<file path="config.mk">
export PLATFORM = sky130hd
export DESIGN_NAME = y_demux_collect
export DESIGN_NICKNAME = d
export VERILOG_FILES = /design/src/rtl/y_demux_collect_pkg.sv /design/src/rtl/y_lane_reg.sv /design/src/rtl/y_demux_collect.sv
export SDC_FILE = /design/constraint.sdc
export NUM_CORES = 1
export LEC_CHECK = 0
export CORE_MARGIN = 1.5
export CORE_UTILIZATION = 30
export DETAILED_ROUTE_END_ITERATION = 12
export PLACE_DENSITY = 0.55
export SETUP_SLACK_MARGIN = 0.4
export SYNTH_ARGS = -nofsm -noshare
export SYNTH_HDL_FRONTEND = slang
export SYNTH_SLANG_ARGS = --single-unit
</file>
<file path="constraint.sdc">
create_clock -name clk -period 2.9 [get_ports clk]
set_input_delay 0.58 -clock clk [delete_from_list [all_inputs] [get_ports clk]]
set_output_delay 0.58 -clock clk [all_outputs]
set_load 0.02 [all_outputs]
</file>
<file path="src/rtl/y_demux_collect_pkg.sv">
// Shared types and defaults for the word demux/collector.
// State encoding and default word width.
package y_demux_collect_pkg;

  typedef enum logic {
    FILL = 1'b0,
    FULL = 1'b1
  } state_e;

  localparam int WORD_W = 32;

endpackage

</file>
<file path="src/rtl/y_lane_reg.sv">
// One lane register of the collector.
// Loads d when we is high; cleared asynchronously.
module y_lane_reg
  import y_demux_collect_pkg::*;
#(
  parameter int SIZE = WORD_W
) (
  input  logic            clk,
  input  logic            rst_n,
  input  logic            we,
  input  logic [SIZE-1:0] d,
  output logic [SIZE-1:0] q
);

  logic [SIZE-1:0] q_d;
  logic [SIZE-1:0] q_q;

  always_comb begin
    q_d = q_q;
    if (we) begin
      q_d = d;
    end
  end

  always_ff @(posedge clk or negedge rst_n) begin
    if (!rst_n) begin
      q_q <= '0;
    end else begin
      q_q <= q_d;
    end
  end

  assign q = q_q;

endmodule

</file>
<file path="src/rtl/y_demux_collect.sv">
// Steers 32-bit words into LANES lane registers and hands the
// assembled wide word downstream once every lane is fresh.
module y_demux_collect
  import y_demux_collect_pkg::*;
#(
  parameter int SIZE  = WORD_W,
  parameter int LANES = 4,
  localparam int SELW = (LANES > 1) ? $clog2(LANES) : 1
) (
  input  logic                  clk,
  input  logic                  rst_n,
  input  logic [SIZE-1:0]       in_data,
  input  logic [SELW-1:0]       in_sel,
  input  logic                  in_valid,
  output logic                  in_ready,
  output logic [SIZE*LANES-1:0] out_data,
  output logic                  out_valid,
  input  logic                  out_ready,
  output logic [LANES-1:0]      fill_mask,
  output logic                  sel_err
);

  localparam logic [SELW:0] LANES_W = (SELW + 1)'(LANES);

  state_e           state_d;
  state_e           state_q;
  logic [LANES-1:0] mask_d;
  logic [LANES-1:0] mask_q;
  logic             in_ready_d;
  logic             in_ready_q;
  logic             sel_err_d;
  logic             sel_err_q;

  logic             accept;
  logic             sel_ok;
  logic [LANES-1:0] we;

  assign accept = in_valid && in_ready_q;
  assign sel_ok = {1'b0, in_sel} < LANES_W;

  // Out-of-range selects match no lane, so they never write.
  always_comb begin
    we = '0;
    for (int k = 0; k < LANES; k++) begin
      if (accept && (in_sel == SELW'(k))) begin
        we[k] = 1'b1;
      end
    end
  end

  for (genvar k = 0; k < LANES; k++) begin : g_lane
    y_lane_reg #(
      .SIZE(SIZE)
    ) u_lane (
      .clk  (clk),
      .rst_n(rst_n),
      .we   (we[k]),
      .d    (in_data),
      .q    (out_data[k*SIZE +: SIZE])
    );
  end

  always_comb begin
    state_d   = state_q;
    mask_d    = mask_q;
    sel_err_d = 1'b0;
    unique case (state_q)
      FILL: begin
        if (accept) begin
          sel_err_d = !sel_ok;
          mask_d    = mask_q | we;
          if (&mask_d) begin
            state_d = FULL;
          end
        end
      end
      FULL: begin
        if (out_ready) begin
          state_d = FILL;
          mask_d  = '0;
        end
      end
      default: begin
        state_d = FILL;
      end
    endcase
    in_ready_d = (state_d == FILL);
  end

  // in_ready stays low through reset and rises one edge later.
  always_ff @(posedge clk or negedge rst_n) begin
    if (!rst_n) begin
      state_q    <= FILL;
      mask_q     <= '0;
      in_ready_q <= 1'b0;
      sel_err_q  <= 1'b0;
    end else begin
      state_q    <= state_d;
      mask_q     <= mask_d;
      in_ready_q <= in_ready_d;
      sel_err_q  <= sel_err_d;
    end
  end

  assign in_ready  = in_ready_q;
  assign out_valid = (state_q == FULL);
  assign fill_mask = mask_q;
  assign sel_err   = sel_err_q;

endmodule

</file>
==> summary.md <==
| Metric | Value |
|---|---|
| RSZ-0062 raised after global routing | `false` |
| Tot GR Track Use | `0.151` |
| Port Buffer Count | `171` |
| TritonCTS Buffers | `17` |
| Final HPWL DP | `8870 microns` |
| Fraction of the cycle the final worst path needs | `0.747` |
| Final hold violation count | `0` |
| Synth area leaders | `dfrtp_1 66%, mux2_1 13%, mux2_2 8.0%` |
| WP data arrival | `1590 ps` |
| First-pass GRT wire length | `20500 microns` |
| Die Y | `133 microns` |
| Worst skew pair latency | `410 ps` |
| Dominant cell type by area after synthesis | `dfrtp_1` |
| Seq cells post-synth | `134` |
| Count leader, synth | `dfrtp_1` |
| Root Driver | `clkbuf_16` |
| Reg-to-reg startpoint | `in_ready` |
| GR Layer Usage met3 | `0.0747` |
| CP Class | `flip-flop to output pin` |
| Worst Path Buf+Inv | `1` |
| ANT cells | `0` |
| Vias per cell | `4.42` |
| DP Cell Count | `750` |
| Post-synth top cells | `134 x dfrtp_1, 99 x nand2_1, 60 x mux2_1` |
| Critical path, cell by cell | `clkdlybuf4s50_1` |
| Met2 Use GR | `0.232` |
| Core Util, Final | `0.459` |
| Post-route insts no fill | `782` |
| Async SR Flop Fraction | `1.00` |
| CTS tree | `yes` |
| Global routing's busiest layer | `met2` |
| Worst Setup Start Kind | `flip-flop` |
| Crit end category | `output pin` |
| Status | `finished, final reports clean` |
| Clk slew on worst S/H paths | `60 ps` |
| Total negative slack | `0 ps` |
| Max incr delay on CP | `680 ps` |
| Worst min-delay path class | `input pin to asynchronous set/reset pin` |
| Final ANT Viol Nets | `0` |
| Syn nets | `407` |
| Antenna violations before repair | `0` |
| Crit path required time | `2320 ps` |
| Top cell type's share of synthesized area | `0.661` |
| Die width | `133 microns` |
| Pre-CTS setup slack | `528 ps` |
| Post-synth EDFFs | `0` |
| PD cells | `1160 nW/um^2` |
| Tightest Pin Transition | `514 ps` |
| Critical-path top delay cell | `clkdlybuf4s50_1` |
| CTS Sinks | `134` |
| Slew margin rel. | `0.657` |
| Synth unique cells | `26` |
| MaxCap Viol Count | `0` |
| Core area | `16600 sq um` |
| Fmax | `462 MHz` |
| Worst setup path startpoint | `in_ready` |
| Initial DRC count | `106` |
| Boundary pin count | `173` |
| Worst setup slack after layout | `733 ps` |
| Max IR drop VDD | `0.493 mV` |
| Nets | `587` |
| Total setup buffers inserted after CTS | `0` |
| Final Setup Violations | `0` |
| Die area | `17700 sq um` |
| Mapped cell area | `5080 sq um` |
| Leak Pwr | `3.31 nW` |
| Post-synthesis cell count | `369` |
| Max-slew violation count | `0` |
| GR Overflow Total | `0` |
| Period minus WS final | `2170 ps` |
| Final Wtd Congestion | `0.754` |
| Initial Utilization | `0.306` |
| Worst-case clock buffer depth | `2` |
| Post-synthesis sequential area ratio | `0.661` |
| Delay-heaviest family, CP | `buffers and inverters` |
| Layout cells sized above 1 | `0.146` |
| Worst Reg-to-Reg Cells | `4` |
| Met1 GRT Util | `0.184` |
| Vias in the first global route | `3708` |
| Clock skew | `7.27 ps` |
| Capturing point of the worst reg2reg path | `fill_mask[2]` |
| Synthesis warning total | `0` |
| DRT Wirelength | `12400 microns` |
| Post-route cell area | `7610 sq um` |
| Mean Syn Cell Area | `13.8 sq um` |
| Htree depth | `4` |
| DR vias | `3453` |
| Largest net degree at the start of global routing | `59` |
| Post-synth top flop | `dfrtp_1` |
| Critical path fanouts, max | `9` |
| Number of gates resized after cts | `0` |
| Drt first pass iters | `4` |
| Hold_buf cts | `0` |
| Std cell rows | `47` |
| DR DRC count | `0` |
| Layout area overhead | `49.9%` |
| Post-Place Cell Area | `7040 sq um` |
| R2R Setup Slk | `1270 ps` |
| Avg WL per Cell | `15.9 microns` |
report_power, final:
part	internal [mW]	switching, mW
logic	1.87	1.80
registers	2.68	0.454
clock network	1.24	0.790
total	5.79	3.05
cells in the final DEF, fill, tap and decap left out, types with 3 or more instances in the layout:
cell / netlist / layout
clkdlybuf4s50_1: 0 / 170
dfrtp_1: 134 / 134
nand2_1: 99 / 99
mux2_1: 60 / 60
mux2_2: 36 / 36
clkbuf_16: 0 / 17
buf_4: 1 / 9
clkinvlp_4: 0 / 6
clkinv_2: 0 / 4
clkbuf_8: 0 / 3
per-stage QoR:
step / total power [mW] / hold WS [ps]
detailed placement: 6.89 / 461
finish: 8.84 / 110
global placement: 6.84 / 458
floorplan: 4.85 / 284
CTS: 8.97 / 125
global route: 9.33 / 139
worst max-delay path by stage:
| stage | to | slack (ps) | cells past startpoint |
|---|---|---|---|
| finish | in_ready | 730 | 1 |
| global route | in_ready | 660 | 1 |
| CTS | in_ready | 710 | 1 |
| detailed placement | fill_mask[2] | 530 | 5 |
| global placement | fill_mask[2] | 600 | 5 |
| floorplan | g_lane[0].u_lane.q[10] | 1230 | 5 |
flip-flops by register name, summed over array words and instances, names as in the netlist:
register	count
fill_mask	4
out_valid	1
in_ready	1
g_lane.u_lane.q	128
cell type report:
cell class	instances	area (sq um)
Clock buffer	20	467
Clock inverter	12	104
Fill cell	1534	8980
Inverter	2	7.51
Multi-Input combinational cell	213	1600
Sequential cell	134	3350
Tap cell	220	275
Timing Repair Buffer	181	1800
per-layer routing:
| metal | up-vias | part of all wire |
|---|---|---|
| li1 | 1606 | - |
| met1 | 1710 | 0.42 |
| met2 | 124 | 0.47 |
| met3 | 13 | 0.098 |
| met4 | 0 | 0.013 |
| met5 | - | 0 |
cells by family (layout without fill, tap and decap cells):
| kind of cell | Yosys count | after routing | share of synthesized area |
|---|---|---|---|
| compound gates | 9 | 9 | 0.0148 |
| buf+inv | 22 | 215 | 0.0244 |
| flops | 134 | 134 | 0.661 |
| mux | 96 | 96 | 0.213 |
| other cells | 1 | 1 | 0.000739 |
| simple gates | 107 | 107 | 0.0865 |
No activity file was read; power rests on OpenSTA's default activity.
==> edit 1, RTL diff (same settings) <==
Change the parameter `LANES` from 4 to 8.
--- a/src/rtl/y_demux_collect.sv
+++ b/src/rtl/y_demux_collect.sv
@@ -4,7 +4,7 @@
   import y_demux_collect_pkg::*;
 #(
   parameter int SIZE  = WORD_W,
-  parameter int LANES = 4,
+  parameter int LANES = 8,
   localparam int SELW = (LANES > 1) ? $clog2(LANES) : 1
 ) (
   input  logic                  clk,
Interface: changed (resized fill_mask, in_sel and out_data); port bits go from 173 to 306. No check against the original RTL was run, so the function may have changed too.
==> edit 1 against the unedited design <==
Critical endpoint unchanged; routed wire length rose by 130%; sequential cell count rose by 132; cell area rose by 93%; clock skew fell by 3.1 ps; largest cell class unchanged; power rose by 66%; cell count rose by 86%; worst setup slack got worse by 89 ps; synthesized area rose by 98%.
==> edit 1: results (changes against the unedited design) <==
[final_layout]
nets = 1033  ; was 587
largest_reg_flops = 256  ; was 128
n_fill_cell = 3026  ; was 1534
drive_gt1_share_pct = 27.6  ; was 14.6%

[setup_path]
arrival_ps = 1680  ; was 1590 ps
slowest_delay_ps = 660  ; was 680 ps
r2r_setup_slack_ps = 1230  ; was 1270 ps
path_max_fanout = 4  ; was 9

[detailed_routing]
via_per_inst = 4.47  ; was 4.42
wl_met2_um = 12800  ; was 5790 µm
drt-met1-wl_um = 12500  ; was 5270 µm
wl_met3_um = 2670  ; was 1220 µm
drt_iter0_markers = 255  ; was 106
drt-total-wl_um = 28600  ; was 12400 µm

[pwr]
ir_drop_mv = 0.525  ; was 0.493 mV
leakage_nw = 6.20  ; was 3.31 nW

[clock_network]
clk_latency_ps = 540  ; was 410 ps
clk_pin_slew_worst_paths_ps = 60  ; about the same
htree_levels = 1  ; was 4
numCtsBuffers = 31  ; was 17

[logic_synthesis]
seq_area_frac_synth_pct = 66.1  ; about the same
synthTopCellsByArea = dfrtp_1 (66%), mux2_2 (23%), nand2_1 (3.7%)  ; was dfrtp_1 (66%), mux2_1 (13%), mux2_2 (8.0%)
synth_nets = 707  ; was 407
synth_commonest_cells = dfrtp_1 (266), mux2_2 (203), nand2_1 (99)  ; was dfrtp_1 (134), nand2_1 (99), mux2_1 (60)

[grt]
grt_max_degree = 65  ; was 59
grt_usage_pct = 16.6  ; was 15.1%
antenna_found_initial = 0  ; unchanged
grt_pass1_vias = 6872  ; was 3708
grt_pass1_wl_um = 43900  ; was 20500 µm

[placed_design]
io_buffers = 304  ; was 171
post-place-ws_ps = 431  ; was 528 ps
hpwl_um = 19100  ; was 8870 µm
routabilityCongestion = 0.719  ; was 0.754

[timing]
setup_ws_ps = 644  ; was 733 ps
skew_ps = 4.13  ; was 7.27 ps

[status]
outcome = complete, no violations  ; unchanged

-- edit 1: cell count changes in the layout (fill, tap and decap cells not counted), moves of 9 or more --
cell / unedited run / this run
clkbuf_1: 0 / 9
clkbuf_16: 17 / 31
mux2_1: 60 / 21
clkdlybuf4s50_1: 170 / 303
nor2_1: 1 / 10
dfrtp_1: 134 / 266
mux2_2: 36 / 203
-- edit 1: logic make-up (layout without fill, tap and decap cells) --
kind of cell / after synthesis / in the layout / share of synthesized area [%]
multiplexers: 224 / 224 / 25.0
buffers and inverters: 33 / 380 / 2.05
AND/OR/NAND/NOR: 127 / 127 / 5.65
flip-flops: 266 / 266 / 66.1
other: 1 / 1 / 0.0372
AO/OA/AOI/OAI: 17 / 17 / 1.13
-- edit 1: per-layer routing --
metal  track usage (%)  vias up
li1                  -     2953
met1              22.1     3305
met2              25.9      224
met3              6.23       37
met4              3.48        0
met5                 0        -
-- edit 1: what timing repair did --
item,CTS,global route
resized for setup,0,0
hold endpoints to repair,24,0
hold buffers,1,0
-- edit 1: report_power, final --
part	internal, W	switching (W)
sequential	0.00485	0.000604
combinational	0.00275	0.00269
clock	0.00229	0.00146
-- edit 1: area by class of cell --
cell class | instances | area share, %
clock buffer | 50 | 6.44
clock inverter | 4 | 0.306
inverter | 3 | 0.0765
multi-input combinational | 369 | 21.9
sequential | 266 | 45.2
tap | 442 | 3.76
timing repair buffer | 323 | 22.3
-- edit 1: per-stage QoR --
stage	hold slack (ps)	std cells	total power, W	cell area, µm²
after detailed placement	463	1402	0.0110	13700
after CTS	477	1457	0.0149	14700
final	469	1457	0.0147	14700
after floorplan	284	668	0.00799	10100
after global placement	458	1402	0.0110	13700
after global routing	489	1457	0.0154	14700
==> edit 2, RTL diff (same flow settings) <==
Made on the original files. Reset style: synchronous (`rst_n`), changed in 2 clocked blocks. Comments in the files are not updated.
--- a/src/rtl/y_lane_reg.sv
+++ b/src/rtl/y_lane_reg.sv
@@ -22,7 +22,7 @@
     end
   end
 
-  always_ff @(posedge clk or negedge rst_n) begin
+  always_ff @(posedge clk) begin
     if (!rst_n) begin
       q_q <= '0;
     end else begin
--- a/src/rtl/y_demux_collect.sv
+++ b/src/rtl/y_demux_collect.sv
@@ -88,7 +88,7 @@
   end
 
   // in_ready stays low through reset and rises one edge later.
-  always_ff @(posedge clk or negedge rst_n) begin
+  always_ff @(posedge clk) begin
     if (!rst_n) begin
       state_q    <= FILL;
       mask_q     <= '0;
Formal check against the unedited RTL: differs if rst_n is asserted again (counterexample within 4 cycles, from zero or initial values and one cycle with rst_n low); with rst_n held inactive, the same outputs for 10 cycles.
==> edit 2 against the unedited design <==
Synthesized cell count is 61% higher; synthesized area is 7.6% lower; sequential cell count stayed put; routed wire length is 21% higher; worst setup slack better by 88 ps; cell area is 4.7% lower; global-route usage is 3.5 points higher.
Power is not compared: it rests on default switching activity, and its combinational part moved more than twofold at a synthesized area within 25%.
==> edit 2: results (changes against the unedited design) <==
[status]
outcome = complete, no violations  ; unchanged

[setup_path]
timing.rr.end = g_lane[1].u_lane.q[24]  ; was fill_mask[2]
r2r_setup_slack_ps = 1240  ; was 1270 ps
ff2ff_path_depth = 5  ; was 4
crit_end = in_ready  ; unchanged
slowest_delay_ps = 660  ; was 680 ps
arrival_ps = 1500  ; was 1590 ps
path_max_fanout = 6  ; was 9
crit_start = in_ready  ; unchanged

[final_layout]
final_cells = 975  ; was 782
nets = 789  ; was 587
diodes = 0  ; unchanged
n_fill_cell = 1440  ; was 1534
drive_gt1_share_pct = 6.02  ; was 14.6%

[logic_synthesis]
synth-compound-area-share_pct = 15.0  ; was 1.48%
seq_area_frac_synth_pct = 57.2  ; was 66.1%
synth_mux_area_share_pct = 0  ; was 21.3%
synth_nets = 632  ; was 407
synth_commonest_cells = nand2_1 (259), dfxtp_1 (134), a21oi_1 (128)  ; was dfrtp_1 (134), nand2_1 (99), mux2_1 (60)
ys_types = 23  ; was 26
syn_area_per_cell_um2 = 7.89  ; was 13.8 µm²
synth_ff_type = dfxtp_1  ; was dfrtp_1
synthTopCellsByArea = dfxtp_1 (57%), nand2_1 (21%), a21oi_1 (14%)  ; was dfrtp_1 (66%), mux2_1 (13%), mux2_2 (8.0%)
async_reset_ff_share_pct = 0  ; was 100%

[placed_design]
place_area_um2 = 6610  ; was 7040 µm²
hpwl_um = 10300  ; was 8870 µm
placedCellCount = 943  ; was 750
post-place-ws_ps = 435  ; was 528 ps
routabilityCongestion = 0.753  ; was 0.754
io_buffers = 171  ; unchanged

[grt]
grt_pass1_wl_um = 23200  ; was 20500 µm
grt_pass1_vias = 4305  ; was 3708
grt_max_degree = 81  ; was 59
grt_usage_pct = 18.6  ; was 15.1%

[pwr]
ir_drop_mv = 0.357

[detailed_routing]
via_per_inst = 4.60  ; was 4.42
drt_iter0_markers = 259  ; was 106
avgRoutedWirePerCell_um = 15.4  ; was 15.9 µm

[clock_network]
cts_resized = 0  ; unchanged
clock_path_buffers = 2  ; unchanged
post-cts-setup-buffers = 0  ; unchanged

[timing]
min_period_over_period_pct = 71.7  ; was 74.7%
max-slew-margin-rel_pct = 63.3  ; was 65.7%
skew_ps = 8.00  ; was 7.27 ps

==> edit 2: changes by cell type in the layout (fill, tap and decap cells not counted), moves of 5 or more <==
cell and delta:
a21oi_1 +128, clkinvlp_4 -5, dfrtp_1 -134, dfxtp_1 +134
mux2_1 -60, mux2_2 -36, nand2_1 +160
==> edit 2: cells by family after synthesis <==
| kind of cell | Yosys count |
|---|---|
| DFF | 134 |
| AOI/OAI and AO/OA | 136 |
| other | 1 |
| and+or+nand+nor | 278 |
| buffers and inverters | 45 |
==> edit 2: how the worst min path moves through the flow <==
stage,start,slack (ps),to,cells past startpoint
2_1_floorplan,g_lane[2].u_lane.q[10],530,g_lane[2].u_lane.q[10],2
3_3_place_gp,g_lane[2].u_lane.q[8],440,g_lane[2].u_lane.q[8],2
3_5_place_dp,g_lane[1].u_lane.q[3],450,g_lane[1].u_lane.q[3],2
4_1_cts,g_lane[1].u_lane.q[3],450,g_lane[1].u_lane.q[3],2
5_1_grt,g_lane[3].u_lane.q[31],470,g_lane[3].u_lane.q[31],2
6_report,g_lane[2].u_lane.q[14],450,g_lane[2].u_lane.q[14],2
==> edit 2: where the power goes <==
part           switching, W  internal, W
Combinational      0.000192     0.000146
Sequential        0.0000221      0.00188
Clock              0.000773      0.00157
==> edit 2: cell type report <==
class,count,area [µm²],share of cell area (%)
Clock buffer,23,468,6.45
Clock inverter,9,173,2.38
Inverter,2,10.0,0.138
Multi-Input combinational cell,415,1800,24.9
Sequential cell,134,2680,37.0
Tap cell,211,264,3.64
Timing Repair Buffer,181,1850,25.5
==> edit 2: metal layers <==
metal  up-vias  share of wire, %  global-route usage, %  routed length [µm]
met2       135                46                   29.2                6940
met1      2107                45                   23.2                6770
met3        11               7.9                   7.64                1190
met4         0              0.98                   6.35                 147
met5         -                 0                      0                   0
li1       2236                 -                      -                   -
